`config.mk`:
```
export PLATFORM = sky130hd
export DESIGN_NAME = muldiv_unit
export DESIGN_NICKNAME = d
export VERILOG_FILES = /design/src/rtl/riscv_m_pkg.sv /design/src/rtl/muldiv_iter_core.sv /design/src/rtl/muldiv_unit.sv
export SDC_FILE = /design/constraint.sdc
export NUM_CORES = 2
export LEC_CHECK = 0
export CORE_UTILIZATION = 30
export CTS_BUF_LIST = sky130_fd_sc_hd__clkbuf_16
export CTS_CLUSTER_SIZE = 14
export DETAILED_ROUTE_END_ITERATION = 7
export GPL_TIMING_DRIVEN = 0
export PLACE_DENSITY = 0.52
export RECOVER_POWER = 25
export SETUP_SLACK_MARGIN = 0.2
export SLEW_MARGIN = 20
export SYNTH_ARGS = -nofsm -noshare
export SYNTH_HDL_FRONTEND = slang
export SYNTH_SLANG_ARGS = --single-unit
```
`constraint.sdc`:
```
create_clock -name i_clk -period 18 [get_ports i_clk]
set_input_delay 3.6 -clock i_clk [delete_from_list [all_inputs] [get_ports i_clk]]
set_output_delay 3.6 -clock i_clk [all_outputs]
set_load 0.01 [all_outputs]
```
`src/rtl/riscv_m_pkg.sv`:
```
// Shared types and helpers for the RV32M multiply/divide unit.
package riscv_m_pkg;

  // RV32M funct3 encodings.
  typedef enum logic [2:0] {
    OpMul    = 3'b000,
    OpMulh   = 3'b001,
    OpMulhsu = 3'b010,
    OpMulhu  = 3'b011,
    OpDiv    = 3'b100,
    OpDivu   = 3'b101,
    OpRem    = 3'b110,
    OpRemu   = 3'b111
  } op_e;

  // Control FSM states.
  typedef enum logic [1:0] {
    StIdle,
    StCalc,
    StFix,
    StDone
  } state_e;

  // Widest operand the helper below can describe.
  localparam int unsigned MaxDataW = 64;

  // Most negative two's-complement value for a w-bit operand (w <= MaxDataW).
  function automatic logic [MaxDataW-1:0] min_signed(input int unsigned w);
    return MaxDataW'(1) << (w - 1);
  endfunction

endpackage

```
`src/rtl/muldiv_iter_core.sv`:
```
// Shared iterative datapath: radix-2 shift-add multiply and restoring divide on unsigned
// magnitudes, one bit per step, using a single 2*DATA_W accumulator.
//   multiply: acc = {partial_hi, multiplier}   -> product after DATA_W steps
//   divide:   acc = {remainder, dividend/quot} -> {remainder, quotient} after DATA_W steps
module muldiv_iter_core #(
  parameter int unsigned DATA_W = 32
) (
  input  logic                  i_clk,
  input  logic                  i_reset,
  input  logic                  i_load,
  input  logic                  i_step,
  input  logic                  i_is_div,
  input  logic [DATA_W-1:0]     i_a,
  input  logic [DATA_W-1:0]     i_b,
  output logic                  o_last,
  output logic [2*DATA_W-1:0]   o_acc
);

  localparam int unsigned CntW = (DATA_W > 1) ? $clog2(DATA_W) : 1;

  logic [2*DATA_W-1:0] r_acc;
  logic [2*DATA_W-1:0] w_acc_next;
  logic [DATA_W-1:0]   r_b;
  logic                r_is_div;
  logic [CntW-1:0]     r_cnt;

  logic [DATA_W:0]     w_sum;
  logic [DATA_W:0]     w_rem_sh;
  logic [DATA_W-1:0]   w_diff;
  logic                w_ge;

  // One iteration of either algorithm.
  always_comb begin
    w_sum      = {1'b0, r_acc[2*DATA_W-1:DATA_W]} + (r_acc[0] ? {1'b0, r_b} : '0);
    // Partial remainder shifted left with the next dividend bit brought in.
    w_rem_sh   = r_acc[2*DATA_W-1:DATA_W-1];
    w_ge       = w_rem_sh >= {1'b0, r_b};
    // Only used when w_ge holds, so the true difference fits in DATA_W bits.
    w_diff     = w_rem_sh[DATA_W-1:0] - r_b;
    if (r_is_div) begin
      w_acc_next = {(w_ge ? w_diff : w_rem_sh[DATA_W-1:0]), r_acc[DATA_W-2:0], w_ge};
    end else begin
      w_acc_next = {w_sum, r_acc[DATA_W-1:1]};
    end
  end

  // Accumulator, divisor/multiplicand and iteration counter.
  always_ff @(posedge i_clk) begin
    if (i_reset) begin
      r_acc    <= '0;
      r_b      <= '0;
      r_is_div <= 1'b0;
      r_cnt    <= '0;
    end else if (i_load) begin
      r_acc    <= {{DATA_W{1'b0}}, i_a};
      r_b      <= i_b;
      r_is_div <= i_is_div;
      r_cnt    <= '0;
    end else if (i_step) begin
      r_acc    <= w_acc_next;
      r_cnt    <= r_cnt + CntW'(1);
    end
  end

  assign o_last = (r_cnt == CntW'(DATA_W - 1));
  assign o_acc  = r_acc;

endmodule

```
`src/rtl/muldiv_unit.sv`:
```
// RV32M multiply/divide unit: control FSM, operand capture, divide special cases and
// final sign correction around the shared iterative core.
module muldiv_unit
  import riscv_m_pkg::*;
#(
  parameter int unsigned DATA_W   = 32,
  parameter bit          FAST_MUL = 1'b1
) (
  input  logic              i_clk,
  input  logic              i_reset,
  input  logic              i_start,
  input  logic [2:0]        i_funct3,
  input  logic [DATA_W-1:0] i_op_a,
  input  logic [DATA_W-1:0] i_op_b,
  input  logic              i_kill,
  output logic              o_busy,
  output logic              o_done,
  output logic [DATA_W-1:0] o_result
);

  localparam logic [DATA_W-1:0] MinNeg = DATA_W'(min_signed(DATA_W));

  state_e              r_state, w_state_next;
  op_e                 r_op, w_op;
  logic                r_is_div;
  logic [DATA_W-1:0]   r_op_a, r_abs_a, r_abs_b, r_result;
  logic                r_neg_q, r_neg_r, r_div_zero, r_div_ovf;
  logic [2*DATA_W-1:0] r_prod;

  logic                w_a_signed, w_b_signed, w_neg_a, w_neg_b;
  logic                w_div_zero, w_div_ovf, w_accept, w_fast_op;
  logic                w_core_step, w_core_last;
  logic [DATA_W-1:0]   w_abs_a, w_abs_b, w_quot, w_rem, w_fix_result;
  logic [2*DATA_W-1:0] w_core_acc, w_mag_prod, w_prod;

  // Decode the incoming request: signedness, magnitudes and divide special cases.
  always_comb begin
    w_op       = op_e'(i_funct3);
    w_a_signed = w_op inside {OpMulh, OpMulhsu, OpDiv, OpRem};
    w_b_signed = w_op inside {OpMulh, OpDiv, OpRem};
    w_neg_a    = w_a_signed & i_op_a[DATA_W-1];
    w_neg_b    = w_b_signed & i_op_b[DATA_W-1];
    w_abs_a    = w_neg_a ? -i_op_a : i_op_a;
    w_abs_b    = w_neg_b ? -i_op_b : i_op_b;
    w_div_zero = i_funct3[2] & (i_op_b == '0);
    w_div_ovf  = w_b_signed & i_funct3[2] & (i_op_a == MinNeg) & (i_op_b == '1);
    // A request landing on the done cycle is taken, giving back-to-back issue.
    w_accept   = i_start & ~i_kill & ((r_state == StIdle) | (r_state == StDone));
  end

  assign w_fast_op   = FAST_MUL & ~r_is_div;
  assign w_core_step = (r_state == StCalc);

  // State register.
  always_ff @(posedge i_clk) begin
    if (i_reset) begin
      r_state <= StIdle;
    end else begin
      r_state <= w_state_next;
    end
  end

  // Next-state logic.
  always_comb begin
    w_state_next = r_state;
    unique case (r_state)
      StIdle, StDone: begin
        w_state_next = StIdle;
        if (w_accept) begin
          // Divide-by-zero and signed overflow need no iterations.
          w_state_next = (w_div_zero | w_div_ovf) ? StFix : StCalc;
        end
      end
      StCalc: begin
        if (i_kill) begin
          w_state_next = StIdle;
        end else if (w_fast_op | w_core_last) begin
          w_state_next = StFix;
        end
      end
      StFix: begin
        w_state_next = i_kill ? StIdle : StDone;
      end
    endcase
  end

  // Capture the accepted operation.
  always_ff @(posedge i_clk) begin
    if (i_reset) begin
      r_op       <= OpMul;
      r_is_div   <= 1'b0;
      r_op_a     <= '0;
      r_abs_a    <= '0;
      r_abs_b    <= '0;
      r_neg_q    <= 1'b0;
      r_neg_r    <= 1'b0;
      r_div_zero <= 1'b0;
      r_div_ovf  <= 1'b0;
    end else if (w_accept) begin
      r_op       <= w_op;
      r_is_div   <= i_funct3[2];
      r_op_a     <= i_op_a;
      r_abs_a    <= w_abs_a;
      r_abs_b    <= w_abs_b;
      r_neg_q    <= w_neg_a ^ w_neg_b;
      r_neg_r    <= w_neg_a;
      r_div_zero <= w_div_zero;
      r_div_ovf  <= w_div_ovf;
    end
  end

  // Single-cycle magnitude product, only present when FAST_MUL is set.
  always_ff @(posedge i_clk) begin
    if (i_reset) begin
      r_prod <= '0;
    end else if (FAST_MUL && (r_state == StCalc)) begin
      r_prod <= {{DATA_W{1'b0}}, r_abs_a} * {{DATA_W{1'b0}}, r_abs_b};
    end
  end

  muldiv_iter_core #(
    .DATA_W (DATA_W)
  ) u_core (
    .i_clk    (i_clk),
    .i_reset  (i_reset),
    .i_load   (w_accept),
    .i_step   (w_core_step),
    .i_is_div (i_funct3[2]),
    .i_a      (w_abs_a),
    .i_b      (w_abs_b),
    .o_last   (w_core_last),
    .o_acc    (w_core_acc)
  );

  // Sign correction and selection of the architectural result.
  always_comb begin
    w_mag_prod   = FAST_MUL ? r_prod : w_core_acc;
    w_prod       = r_neg_q ? -w_mag_prod : w_mag_prod;
    w_quot       = r_neg_q ? -w_core_acc[DATA_W-1:0] : w_core_acc[DATA_W-1:0];
    w_rem        = r_neg_r ? -w_core_acc[2*DATA_W-1:DATA_W] : w_core_acc[2*DATA_W-1:DATA_W];
    w_fix_result = '0;
    unique case (r_op)
      OpMul:                     w_fix_result = w_prod[DATA_W-1:0];
      OpMulh, OpMulhsu, OpMulhu: w_fix_result = w_prod[2*DATA_W-1:DATA_W];
      OpDiv, OpDivu: begin
        if (r_div_zero)     w_fix_result = '1;
        else if (r_div_ovf) w_fix_result = r_op_a;
        else                w_fix_result = w_quot;
      end
      OpRem, OpRemu: begin
        if (r_div_zero)     w_fix_result = r_op_a;
        else if (r_div_ovf) w_fix_result = '0;
        else                w_fix_result = w_rem;
      end
    endcase
  end

  // Result only changes when entering DONE, so a kill leaves the old value visible.
  always_ff @(posedge i_clk) begin
    if (i_reset) begin
      r_result <= '0;
    end else if ((r_state == StFix) && !i_kill) begin
      r_result <= w_fix_result;
    end
  end

  assign o_busy   = (r_state == StCalc) | (r_state == StFix);
  assign o_done   = (r_state == StDone);
  assign o_result = r_result;

endmodule

```
==> flow_summary.toml <==
[outcome]
status = "completed"

[die]
row_count = 152
coreArea_sq_um = 172000
io_pins = 105
initial_utilization_pct = 30.3
die_w_um = 419
die_h_um = 419
die-area_sq_um = 175000

[worst_setup_path]
max_stage_delay_ns = 0.88
path_class = "reg -> reg"
critPathCaptureType = "flip-flop"
slowest_stage = "clkbuf_1"
path_max_fanout = 10
worstPathArrival_ns = 10.29
cp.required_ns = 18.39
start_kind = "flip-flop"
cp_common_cell = "fa_1"

[route]
wl_per_cell_um = 27.0
wl_um = 233000
drc_errors = 0
viasPerCell = 5.31
drt_first_pass_iters = 6
drt_iter0_markers = 4400
final_antenna_net_count = 0
vias = 45800

[cells_and_area]
final_cells = 8626
layout-drive-gt1-share_pct = 1.84
multiInputGateArea_sq_um = 41800
mostFrequentLayoutCell = "inv_1"
area_growth_syn_to_layout_pct = 9.88
fin_nets = 7588
layout_common_cells = "inv_1 (933), fa_1 (898), nand2_1 (737)"
seqCellArea_sq_um = 5390
fill_cells = 18300

[pwr]
power.internal_w = 0.00165
comb_power_share_pct = 55.6
swShare_pct = 49.0
p_clk_share_pct = 22.3
p_sw_w = 0.00158
max-vdd-ir-drop_mv = 0.0557
p_leak_nw = 25.7
seqPwrFrac_pct = 22.2
pwr_density_cell_nw_per_um2 = 56.5

[cts]
ctsResizeCount = 0
clockRootBuffer = "clkbuf_16"
clock_latency_ns = 0.56
clk_pin_slew_ns = 0.06
cts.sinks = 269
clock_path_buffers = 3
htreeDepth = 2
cts_setup_buffers = 0
cts_tree = "yes"
ctsHoldBuffers = 0
cts_buffers = 35

[synthesis]
synth_cells = 6137
synth_edf_count = 0
synth_seq_area_share_pct = 10.3
synth_area_sq_um = 52100
syn-mean-instance-area_sq_um = 8.48
synth_flop_cell = "dfxtp_1"
ys_async_sr_fraction_pct = 0
ys_ff_latch = 269
yosysUniqueCellTypes = 74
ys_warn_count = 0
syn_nets = 7444

[sta]
rsz0062_at_grt = "no"
slew_viol_final = 0
worst_slew_pin_slew_ns = 1.26
setup_viol = 0
tns_ns = 0
finClkSkew_ns = 0.0201
post-route-min-period_ns = 9.90
fmaxAchievable_mhz = 101
hold_violations = 0
slew_headroom_pct = 15.8
fin_hold_ws_ns = 0.455
fin_crit_sh_pct = 55.0

[grt]
antenna_found_initial = 17
grtUsageTotal_pct = 26.5
grt_overflow_total = 0
grt_max_degree = 14
grt_pass1_vias = 46000
grt_pass1_wl_um = 334000

[place]
io_buffers = 104
dp_hpwl_um = 195000
dp.cells = 8554
gp_congestion = 1.01

[min_path]
hold_class = "reg -> reg"

[flow_run]
cap_violations = 0
stage by stage:
stage               total power, W  util, %  instance area, sq um  setup slack [ns]
detailed placement         0.00246     32.6                 56100              8.30
global route               0.00339     33.3                 57200              7.76
finish                     0.00323     33.3                 57200              8.10
CTS                        0.00320     33.3                 57200              8.26
global placement           0.00247     32.6                 56000              7.98
floorplan                  0.00174        -                 52100             10.56
per-layer routing:
metal	part of all wire [%]	wire length [um]	vias up	GRT usage (%)
li1	-	-	19800	-
met1	41	96100	23400	35.5
met2	44	102000	2088	41.0
met3	9.6	22300	427	5.52
met4	5.4	12600	8	11.9
met5	0.019	45	-	0
kinds of logic (layout without fill, tap and decap cells):
group / count (synthesis) / in the layout / share of synthesized area (%)
other cells: 0 / 11 / 0
mux: 108 / 108 / 2.12
flops: 269 / 269 / 10.3
simple gates: 1954 / 1954 / 18.5
buf+inv: 1293 / 1461 / 9.33
fa+ha+maj: 1236 / 1236 / 42.7
xor+xnor: 280 / 280 / 4.71
compound gates: 997 / 997 / 12.4
critical path: cells and delay by family, from the launching register on:
kind | cells | cell delay [ns]
adders and majority gates | 9 | 4.15
AOI/OAI and AO/OA | 8 | 2.64
buffers and inverters | 7 | 1.47
DFF | 1 | 0.73
and+or+nand+nor | 4 | 0.75
flip-flops by register name, summed over array words and instances, names as in the netlist:
| name | count |
|---|---|
| r_abs_a | 31 |
| u_core.r_cnt | 5 |
| r_div_ovf | 1 |
| r_neg_q | 1 |
| o_result | 32 |
| u_core.r_b | 32 |
| r_op | 3 |
| r_state | 2 |
| u_core.o_acc | 64 |
| r_op_a | 32 |
| r_neg_r | 1 |
| r_prod | 64 |
| r_div_zero | 1 |
final timing paths:
path / cells past startpoint / end / start / slack [ns]
max: 28 / r_prod[63] / u_core.r_b[10] / 8.10
min reg2reg: 2 / o_result[0] / o_result[0] / 0.45
max reg2reg: 28 / r_prod[63] / u_core.r_b[10] / 8.10
min: 2 / o_result[0] / o_result[0] / 0.45
synth_stat cells, drive strengths merged, types with 74 or more instances:
library cell    n  share of area, %
nor2          305               2.2
nand2         738               5.3
xor2          121               2.0
a21o           74               1.1
clkbuf        344               2.5
a211oi         84               1.2
ha            338               8.1
o21ai         212               2.0
and2          598               7.2
dfxtp         269                10
fa            898                35
xnor2         159               2.7
inv           928               6.7
mux2i          90               1.7
a21oi         267               2.6
power groups by stage:
stage          clock [W]  sequential, W  combinational, W
5_1_grt         0.000747       0.000716           0.00193
6_report        0.000719       0.000716           0.00179
3_5_place_dp           0       0.000725           0.00173
4_1_cts         0.000726       0.000712           0.00176
3_3_place_gp           0       0.000725           0.00175
2_1_floorplan          0       0.000674           0.00107
layout make-up:
type,instances,share of cell area (%)
Inverter,929,6.10
Clock inverter,26,0.433
Tap cell,2310,5.05
Multi-Input combinational cell,4575,73.1
Timing Repair Buffer,107,1.89
Buffer,364,2.42
Sequential cell,269,9.41
Clock buffer,35,1.53
Antenna cell,11,0.0481
(Power assumes the default switching activity.)
